$ cat src/rtl/mem_arbiter.sv
// Round-robin arbiter that serialises word accesses from several requesters onto one
// single-port byte memory. Each access takes three cycles: IDLE -> ACCESS -> RESP.
module mem_arbiter #(
  parameter int NUM_REQ   = 2,
  parameter int ADDR_W    = 16,
  parameter int DATA_W    = 16,
  parameter int MEM_DEPTH = 2048
) (
  input  logic                        clock,
  input  logic                        nrst,
  input  logic [NUM_REQ-1:0]          req,
  input  logic [NUM_REQ-1:0]          req_wr,
  input  logic [NUM_REQ*ADDR_W-1:0]   req_addr,
  input  logic [NUM_REQ*DATA_W-1:0]   req_wdata,
  output logic [NUM_REQ-1:0]          ack,
  output logic                        rsp_err,
  output logic [DATA_W-1:0]           rsp_rdata,
  output logic                        busy,
  output logic [ADDR_W-1:0]           mem_address,
  output logic                        mem_wr_en,
  output logic [DATA_W-1:0]           mem_data_in,
  input  logic [DATA_W-1:0]           mem_data_out
);

  localparam int IDX_W = (NUM_REQ > 1) ? $clog2(NUM_REQ) : 1;
  localparam logic [ADDR_W-1:0] LAST_WORD = ADDR_W'(MEM_DEPTH - 2);

  typedef enum logic [1:0] {IDLE, ACCESS, RESP} state_t;

  state_t              state, state_next;
  logic [IDX_W-1:0]    rr, rr_next;
  logic [IDX_W-1:0]    idx, idx_next;
  logic                wr_q, wr_next;
  logic                legal_q, legal_next;
  logic [NUM_REQ-1:0]  ack_next;
  logic                rsp_err_next;
  logic [DATA_W-1:0]   rsp_rdata_next;
  logic                busy_next;
  logic [ADDR_W-1:0]   mem_address_next;
  logic                mem_wr_en_next;
  logic [DATA_W-1:0]   mem_data_in_next;

  logic                found;
  logic [IDX_W-1:0]    grant;
  logic [IDX_W:0]      cand;
  logic [ADDR_W-1:0]   sel_addr;
  logic                sel_legal;

  // First pending request at or after the rr pointer, wrapping around.
  always_comb begin
    found = 1'b0;
    grant = '0;
    cand  = '0;
    for (int k = 0; k < NUM_REQ; k++) begin
      cand = {1'b0, rr} + (IDX_W+1)'(k);
      if (cand >= (IDX_W+1)'(NUM_REQ))
        cand = cand - (IDX_W+1)'(NUM_REQ);
      if (!found && req[cand[IDX_W-1:0]]) begin
        found = 1'b1;
        grant = cand[IDX_W-1:0];
      end
    end
  end

  assign sel_addr  = req_addr[grant*ADDR_W +: ADDR_W];
  assign sel_legal = (sel_addr[0] == 1'b0) && (sel_addr <= LAST_WORD);

  always_comb begin
    state_next       = state;
    rr_next          = rr;
    idx_next         = idx;
    wr_next          = wr_q;
    legal_next       = legal_q;
    ack_next         = '0;
    rsp_err_next     = 1'b0;
    rsp_rdata_next   = rsp_rdata;
    busy_next        = 1'b0;
    mem_address_next = '0;
    mem_wr_en_next   = 1'b0;
    mem_data_in_next = '0;
    case (state)
      IDLE: begin
        if (found) begin
          idx_next         = grant;
          wr_next          = req_wr[grant];
          legal_next       = sel_legal;
          mem_address_next = sel_addr;
          mem_data_in_next = req_wdata[grant*DATA_W +: DATA_W];
          mem_wr_en_next   = req_wr[grant] & sel_legal;
          busy_next        = 1'b1;
          state_next       = ACCESS;
        end
      end
      ACCESS: begin
        // Memory read is combinational, so the addressed word is on mem_data_out now.
        ack_next[idx]  = 1'b1;
        rsp_err_next   = ~legal_q;
        rsp_rdata_next = (!wr_q && legal_q) ? mem_data_out : '0;
        rr_next        = (idx == IDX_W'(NUM_REQ - 1)) ? '0 : idx + 1'b1;
        busy_next      = 1'b1;
        state_next     = RESP;
      end
      RESP: begin
        state_next = IDLE;
      end
      default: begin
        state_next = IDLE;
      end
    endcase
  end

  always_ff @(posedge clock or negedge nrst) begin
    if (!nrst) begin
      state       <= IDLE;
      rr          <= '0;
      idx         <= '0;
      wr_q        <= 1'b0;
      legal_q     <= 1'b0;
      ack         <= '0;
      rsp_err     <= 1'b0;
      rsp_rdata   <= '0;
      busy        <= 1'b0;
      mem_address <= '0;
      mem_wr_en   <= 1'b0;
      mem_data_in <= '0;
    end else begin
      state       <= state_next;
      rr          <= rr_next;
      idx         <= idx_next;
      wr_q        <= wr_next;
      legal_q     <= legal_next;
      ack         <= ack_next;
      rsp_err     <= rsp_err_next;
      rsp_rdata   <= rsp_rdata_next;
      busy        <= busy_next;
      mem_address <= mem_address_next;
      mem_wr_en   <= mem_wr_en_next;
      mem_data_in <= mem_data_in_next;
    end
  end

endmodule

$ cat config.mk
export PLATFORM = sky130hd
export DESIGN_NAME = mem_arbiter
export DESIGN_NICKNAME = d
export VERILOG_FILES = /design/src/rtl/mem_arbiter.sv
export SDC_FILE = /design/constraint.sdc
export NUM_CORES = 1
export LEC_CHECK = 0
export ABC_AREA = 1
export ABC_CLOCK_PERIOD_IN_PS = 1900
export CAP_MARGIN = 15
export CELL_PAD_IN_SITES_DETAIL_PLACEMENT = 0
export CELL_PAD_IN_SITES_GLOBAL_PLACEMENT = 2
export CORE_ASPECT_RATIO = 2
export CORE_MARGIN = 2
export CORE_UTILIZATION = 23
export CTS_BUF_LIST = sky130_fd_sc_hd__clkbuf_16
export DETAILED_ROUTE_END_ITERATION = 8
export PLACE_DENSITY = 0.95
export SLEW_MARGIN = 20
export SYNTH_ARGS = -nofsm -noshare
export SYNTH_HDL_FRONTEND = slang
export SYNTH_SLANG_ARGS = --single-unit
$ cat constraint.sdc
create_clock -name clock -period 1.9 [get_ports clock]
set_input_delay 0.285 -clock clock [delete_from_list [all_inputs] [get_ports clock]]
set_output_delay 0.285 -clock clock [all_outputs]
set_load 0.02 [all_outputs]
Yosys cells after proc, flatten, opt, wreduce, memory -nomap -nowiden
Index checks and enable logic that the tools add are counted.
{"block": "classes", "n_lt_le_gt_ge": 8, "eq_ne": 2, "addsub": 4, "reduce_logical": 8, "shifts": 2, "bitwise_logic": 3, "muxes": 28}
{"op": "16-bit 2-to-1 mux", "n": 5}
{"op": "32-bit by 6-bit indexed part select with 16-bit output", "n": 2}
{"op": "1-bit 2-to-1 mux", "n": 18}
{"op": "16-bit by 11-bit less-or-equal comparator with 1-bit output, second input constant", "n": 1}
{"op": "1-bit by 2-bit < comparator with 1-bit output, second input constant", "n": 4}
{"op": "1-bit logical AND", "n": 4}
{"op": "2-bit 2-to-1 mux", "n": 2}
{"op": "2-bit case mux with 2 select lines", "n": 1}
{"op": "1-bit by 1-bit adder with 2-bit output, second input constant", "n": 1}
{"op": "2-bit by 1-bit equality test with 1-bit output, second input constant", "n": 1}
{"op": "1-bit by 2-bit >= comparator with 1-bit output, second input constant", "n": 1}
{"op": "2-bit >= comparator, second input constant", "n": 1}
{"op": "1-bit logical NOT", "n": 2}
{"op": "2-bit logical NOT", "n": 1}
{"op": "2-bit inequality test, second input constant", "n": 1}
{"op": "1-bit NOT", "n": 2}
{"op": "1-bit case mux with 2 select lines", "n": 1}
{"op": "2-bit AND reduction", "n": 1}
{"op": "1-bit subtractor, second input constant", "n": 2}
{"op": "1-bit adder, second input constant", "n": 1}
{"op": "1-bit AND", "n": 1}
{"op": "1-bit demux with 1-bit select", "n": 1}
{"op": "1-bit >= comparator, second input constant", "n": 1}
{"block": "totals", "output_inout_bits": 53, "input_bits": 86, "wordCells": 67, "register_bits": 59}

Depth between registers and ports, before layout
Gate-level depths: netlist of run 1.
{"block": "logic_depth", "ltp_word": 14, "depth_mapped": 9, "mapped_depth_nobuf": 9}

Least setup slack after synthesis of run 1
No wires, ideal clock.
{"block": "synth_timing", "path_kind": "register to register", "from": "register state[1]", "to": "register rsp_rdata[10]", "path_buffers": 1, "path_stages_with_launch": 6, "synth_period_minus_slack_ps": 1111, "setup_time_ps": 117, "t_arrival_ps": 994, "required_time_ps": 1783, "slack_ps": 789, "cell_sequence": "dfrtp_1 nor2_2 inv_1 clkbuf_1 nand2_1 nand2_1"}
{"block": "synth_via", "elab_chain_cells": 1}
{"element": "start, declared", "line": "30", "text": "state_t state, state_next;"}
{"element": "start signal, assigned", "line": "127", "text": "state <= state_next;"}
{"element": "2-bit by 1-bit equality test with 1-bit output", "line": "81", "text": "case (state)"}
{"element": "end signal, assigned", "line": "134", "text": "rsp_rdata <= rsp_rdata_next;"}
{"element": "end, declared", "line": "17", "text": "output logic [DATA_W-1:0] rsp_rdata,"}
Every way passes these cells.
A chain may end at the register's enable or synchronous reset.

Worst setup path in the final report of run 1
{"block": "layout_timing", "from": "register mem_address[13]", "to": "output mem_address[13]"}
{"element": "start, declared", "line": "19", "text": "output logic [ADDR_W-1:0] mem_address,"}
{"element": "start signal, assigned", "line": "136", "text": "mem_address <= mem_address_next;"}
No word-level cell between the ends.

==> metrics.yaml, run 1 <==
crit_path_top_delay_cell: "clkdlybuf4s50_1"
cts-resized-gates: 0
grt_pass1_vias: 2429
cp.buffers_inverters: 1
timing.final.crit_share: 0.827
drtPass1Iterations: 4
gp_routability_congestion: 0.787
post-cts-setup-buffer-count: 0
xor_and_xnor_area_share_after_synthesis: 0
finalSetupViolCount: 0
powerDensity_nw_per_um2: 1160
setup.worst_path.end_class: "primary output"
report.final.hold_viol_count: 0
synth_area_per_cell_um2: 9.45
grt_start_max_net_pins: 33
setup.worst_path.start_class: "register"
io_buffers: 138
synth_cell_type_count: 21
place_inst: 538
finish.net_count: 496
synth_async_sr_flop_share: 1.00
numCtsBuffers: 9
clock_buffer_depth: 2
htreeDepth: 3
worst_slew_pin_slew_ps: 721
sw_frac_of_total: 0.345
timing.hold.worst.start: "legal_q"
areaGrowthSynthToFinish_pct: 72.5
clkPwrFrac: 0.272
synthTopCellsByCount: "nand2_1 (69), dfrtp_1 (59), nand3_1 (35)"
drv.max_cap_violation_count: 0
wire_length_of_the_first_global_routing_pass_mm: 12.5
critPathLaunch: "mem_address[13]"
synth_fa_ha_area_frac: 0
share_comb_of_total_power: 0.394
antenna_cells: 0
multi_input_comb_area_um2: 856
initial_antenna_violation_count: 0
routedWlPerCell_um: 14.7
slew_violations: 0
power.switching_mw: 1.74
synth.area.top_cells: "dfrtp_1 (59%), nand2_1 (10%), nand3_1 (7.0%), a21oi_2 (5.2%), nor2_1 (3.0%)"
vdd_ir_drop_max_uv: 522
synth_top_flop_cell: "dfrtp_1"
postSynthCellCount: 266
numClockSinks: 59
synth_area_leader_cell: "dfrtp_1"
seqPwrFrac: 0.334
synth-edff-count: 0
worstPathRequired_ps: 1620
placementRows: 54
grt_setup_unrepaired: "false"
ctsRootBufferMaster: "clkbuf_16"
synth-simple-area-share: 0.254
remaining_drc_errors: 0
fin_crit_ps: 1570
chipHeight_um: 152
chipWidth_um: 77.9
layout-drive-gt1-share: 0.111
nFillCells: 1104
worstSkewPairLatency_ps: 320
gr-total-overflow: 0
clkTransAtPathRegs_ps: 50
worst-endpoint-arrival_ps: 1290
synth_seq_cells: 59
synth.cell_area_um2: 2510
synthesized_nets: 352
area.sequential_um2: 1480
gr-usage-all-layers: 0.142
synth_compound_gate_area_share: 0.0861
cp_peak_stage_delay_ps: 610
seq_area_frac_synth: 0.587
route.vias.total: 2355
cts_tree: "built"
synthMostInstantiatedCell: "nand2_1"
ioPinCount: 139
r2r_start: "rr"
timing.hold.worst.class: "reg2reg"
worst-path-stages: 1
final_cell_count_no_fill: 555
ant_nets: 0
max_freq_ghz: 0.636
critical-path-top-delay-family: "buffers and inverters"
initial_utilization: 0.233
netlist.area_leader.share: 0.587
drt_iter0_markers: 117
synth.area.mux_share: 0
worstSetupPathType: "reg2out"
finalSetupTns_ps: 0
synth.yosys.warnings: 0
timing.max_slew.rel_slack: 0.519
floorplan.die_area_um2: 11800
total_length_of_routed_wires_mm: 8.16
outcome: "finished clean"
dominant_combinational_cell_family_by_area_after_synthesis: "simple AND/OR/NAND/NOR gates"
r2r_cells: 6
skew_ps: 5.36
critical_path.max_fanout: 1
power.leakage_nw: 1.97
timing.critical_path.cells: "clkdlybuf4s50_1"
min_delay_path_depth: 1
internal_power_mw: 3.30
ratio_of_routed_vias_to_standard_cells: 4.24
core-area_um2: 10800
hpwlAfterDp_mm: 6.19
-- path summary, 6_finish.rpt --
| kind | end | slack, ps |
|---|---|---|
| setup / recovery | mem_address[13] | 330 |
| hold / removal | rsp_err | 470 |
| setup reg to reg | mem_address[9] | 520 |
| hold reg to reg | rsp_err | 470 |
| max in group asynchronous | mem_data_in[5] | 840 |
| min in group asynchronous | rsp_rdata[12] | 490 |
-- sequential cells by signal, summed over array words and instances, names as in the netlist --
name / flops
mem_address: 16
mem_data_in: 16
rsp_rdata: 16
ack: 2
state: 2
busy: 1
idx: 1
legal_q: 1
mem_wr_en: 1
rr: 1
rsp_err: 1
wr_q: 1
-- layer usage --
| metal | vias to the layer above | GRT usage | routed length [um] |
|---|---|---|---|
| li1 | 1148 | - | - |
| met3 | 12 | 0.0398 | 471 |
| met4 | 0 | 0.0660 | 198 |
| met1 | 1101 | 0.131 | 2810 |
| met5 | - | 0 | 0 |
| met2 | 94 | 0.275 | 4680 |
-- logic make-up after synthesis --
logic type,count (synthesis)
AND/OR/NAND/NOR,144
buffers and inverters,31
flip-flops,59
AO/OA/AOI/OAI,32
-- final cells by class --
class / instances / area share
timing repair buffer: 151 / 0.352
clock inverter: 7 / 0.00635
multi-input combinational: 176 / 0.197
sequential: 59 / 0.341
inverter: 13 / 0.0113
tap: 140 / 0.0404
clock buffer: 9 / 0.0519
-- through the flow --
step	setup slack, ps	total power [mW]	instance area [um2]	hold slack [ps]	utilization
after floorplan	789	2.72	2510	-10.6	-
after CTS	298	5.12	4340	466	0.401
after detailed placement	102	3.71	4070	305	0.377
after global placement	137	3.69	4070	303	0.377
after global routing	281	5.33	4340	482	0.401
final	328	5.04	4340	465	0.401
-- power by group through the flow --
stage               clock network (mW)  registers, mW  logic, mW
floorplan                            0           2.02      0.700
global placement                     0           1.71       1.98
detailed placement                   0           1.71       2.00
CTS                               1.42           1.69       2.01
global route                      1.48           1.72       2.12
finish                            1.37           1.68       1.98
-- cell usage in the layout (no fill, tap or decap) --
master / count
clkdlybuf4s50_1: 137
nand2_1: 69
dfrtp_1: 59
nand3_1: 35
nor2_1: 20
a21oi_2: 15
inv_1: 14
a21oi_1: 14
nor3_1: 10
clkbuf_16: 9
buf_4: 8
clkinv_1: 4
buf_12: 4
nor2_2: 3
nand3b_1: 3
o21ai_0: 2
nor2_4: 1
inv_2: 1
nand2_2: 1
nand2_4: 1
nand3_2: 1
o21ai_1: 1
clkinv_2: 1
dlygate4sd3_1: 1
buf_2: 1
-- repair_timing --
action / in CTS / in global routing
endpoints found under the hold margin: 21 / 0
setup endpoints to repair: 0 / 0
hold buffers: 1 / 0
Power figures use the tool's default switching activity.
==> run 2: changes to the inputs <==
--- a/config.mk
+++ b/config.mk
@@ -6,16 +6,16 @@
 export NUM_CORES = 1
 export LEC_CHECK = 0
 export ABC_AREA = 1
-export ABC_CLOCK_PERIOD_IN_PS = 1900
+export ABC_CLOCK_PERIOD_IN_PS = 1500
 export CAP_MARGIN = 15
 export CELL_PAD_IN_SITES_DETAIL_PLACEMENT = 0
 export CELL_PAD_IN_SITES_GLOBAL_PLACEMENT = 2
 export CORE_ASPECT_RATIO = 2
 export CORE_MARGIN = 2
-export CORE_UTILIZATION = 23
+export CORE_UTILIZATION = 21
 export CTS_BUF_LIST = sky130_fd_sc_hd__clkbuf_16
 export DETAILED_ROUTE_END_ITERATION = 8
-export PLACE_DENSITY = 0.95
+export PLACE_DENSITY = 0.91
 export SLEW_MARGIN = 20
 export SYNTH_ARGS = -nofsm -noshare
 export SYNTH_HDL_FRONTEND = slang
==> constraint.sdc (replaced) <==
create_clock -name clock -period 1.5 [get_ports clock]
set_input_delay 0.225 -clock clock [delete_from_list [all_inputs] [get_ports clock]]
set_output_delay 0.225 -clock clock [all_outputs]
set_load 0.02 [all_outputs]
==> metrics.yaml, run 2 (synthesis gave the netlist of run 1 again) <==
outcome: "finished clean"
internal_power_mw: 4.90  # +49%
vdd_ir_drop_max_uv: 598  # +14%
io_buffers: 138  # unchanged
antenna_cells: 0  # unchanged
chipHeight_um: 159  # +4.5%
timing.critical_path.cells: "clkdlybuf4s50_1"
critical-path-top-delay-family: "buffers and inverters"
power.leakage_nw: 2.48  # +26%
final_cell_area_um2: 4570  # +5.3%
worstPathRequired_ps: 1270  # -350 ps
finalSetupViolCount: 0  # unchanged
most_common_cell_after_layout_fill_and_taps_aside: "clkdlybuf4s50_1"
worstSkewPairLatency_ps: 320  # about the same
drt_iter0_markers: 82  # -30%
worst_slew_pin_slew_ps: 331  # -390 ps
floorplan.die_area_um2: 12900  # +9.1%
seqPwrFrac: 0.295  # -0.039
clkTransAtPathRegs_ps: 50  # about the same
cp_peak_stage_delay_ps: 600  # about the same
slew_violations: 0  # unchanged
grt_start_max_net_pins: 60  # +82%
numCtsBuffers: 9  # unchanged
crit_path_top_delay_cell: "clkdlybuf4s50_1"
clkPwrFrac: 0.345  # +0.073
wire_length_of_the_first_global_routing_pass_mm: 12.7  # +2.3%
critical_path.max_fanout: 1  # unchanged
finish.net_count: 507  # +2.2%
share_comb_of_total_power: 0.360  # -0.034
power.switching_mw: 2.26  # +30%
htreeDepth: 3  # unchanged
gr-usage-all-layers: 0.134  # -0.00732
worstSetupPathType: "reg2out"
reg.largest.list: "mem_address x16, mem_data_in x16, rsp_rdata x16"
areaGrowthSynthToFinish_pct: 81.7
report.final.hold_viol_count: 0  # unchanged
route.vias.total: 2409  # +2.3%
timing.hold.worst.class: "in2async"
placed_cell_area_um2: 4200  # +3.1%
initial_antenna_violation_count: 0  # unchanged
drtPass1Iterations: 4  # unchanged
post_route_hold_slack_ps: 447  # -18.5 ps
drv.max_cap_violation_count: 0  # unchanged
max_freq_ghz: 0.682
cts_tree: "built"
worst-endpoint-arrival_ps: 1240  # -50 ps
chipWidth_um: 81.4  # +4.4%
total_power_mw: 7.16  # +42%
initial_utilization: 0.215  # -0.0177
grt_pass1_vias: 2607  # +7.3%
total_length_of_routed_wires_mm: 8.32  # +2.0%
placementRows: 56  # +3.7%
hpwlAfterDp_mm: 6.38  # +3.2%
commonest_non_fill_non_tap_cells_in_the_layout: "clkdlybuf4s50_1 (87), nand2_1 (69), dfrtp_1 (59)"
fin_crit_ps: 1470
remaining_drc_errors: 0  # unchanged
timing.max_slew.rel_slack: 0.780  # +0.261
gr-total-overflow: 0  # unchanged
cp.buffers_inverters: 1  # unchanged
gp_routability_congestion: 0.779  # -0.98%
utilization: 0.390  # -0.0108
sw_frac_of_total: 0.315  # -0.0295
ioPinCount: 139  # unchanged
setup.worst_path.start_class: "register"
timing.final.crit_share: 0.978
setup.worst_path.end_class: "primary output"
numClockSinks: 59  # unchanged
routedWlPerCell_um: 14.6  # -0.84%
core-area_um2: 11700  # +8.2%
clock_buffer_depth: 2  # unchanged
finalSetupTns_ps: 0  # unchanged
powerDensity_nw_per_um2: 1570  # +35%
ant_nets: 0  # unchanged
layout-drive-gt1-share: 0.141  # +0.0300
ctsRootBufferMaster: "clkbuf_16"
ratio_of_routed_vias_to_standard_cells: 4.22  # -0.57%
skew_ps: 4.12  # -1.24 ps
grt_setup_unrepaired: "false"
==> run 2: changes by cell type in the layout (fill, tap and decap cells not counted), moves of 3 or more <==
| cell | before | now |
|---|---|---|
| buf_12 | 4 | 7 |
| dlymetal6s2s_1 | 0 | 17 |
| dlygate4sd2_1 | 0 | 33 |
| buf_4 | 8 | 16 |
| bufinv_16 | 0 | 4 |
| clkdlybuf4s50_1 | 137 | 87 |
==> run 2: through the flow <==
stage                     cells  worst slack [ps]
after global routing        571              2.42
after detailed placement    554              -173
final                       571              33.4
after floorplan             266               389
after CTS                   571             0.616
after global placement      554             -88.3
==> run 2: area by class of cell <==
class	instances	area [um2]
clock inverter	7	131
multi-input combinational	176	856
sequential	59	1480
clock buffer	9	225
timing repair buffer	162	1650
tap	145	181
inverter	13	48.8
fill	1174	7130
==> run 2: power groups by stage <==
stage | logic (mW) | clock network [mW] | registers, mW
floorplan | 0.887 | 0 | 2.56
global placement | 2.74 | 0 | 2.15
detailed placement | 2.77 | 0 | 2.15
CTS | 2.67 | 2.55 | 2.13
global route | 2.78 | 2.61 | 2.15
finish | 2.58 | 2.47 | 2.11
==> run 2: worst paths after layout <==
check | start | end | slack, ps | cells after the start
setup reg to reg | rr | mem_address[3] | 240 | 6
setup / recovery | mem_data_in[14] | mem_data_in[14] | 30 | 1
hold / removal | nrst | rsp_rdata[13] | 450 | 3
min in group clock | req_wdata[6] | mem_data_in[6] | 450 | 3
hold reg to reg | idx | ack[0] | 460 | 1
max in group asynchronous | nrst | mem_data_in[4] | 780 | 3
==> run 2: repair_timing <==
action | in CTS | in global routing
setup endpoints to repair | 33 | 17
hold buffers | 1 | 0
resized for setup | 33 | 17
setup buffers | 0 | 0
endpoints found under the hold margin | 59 | 0
==> run 2: metal layers <==
metal  wire, um  GRT usage
met1       2690      0.110
met2       4750      0.262
met3        488     0.0386
met4        392     0.0763
met5          0          0
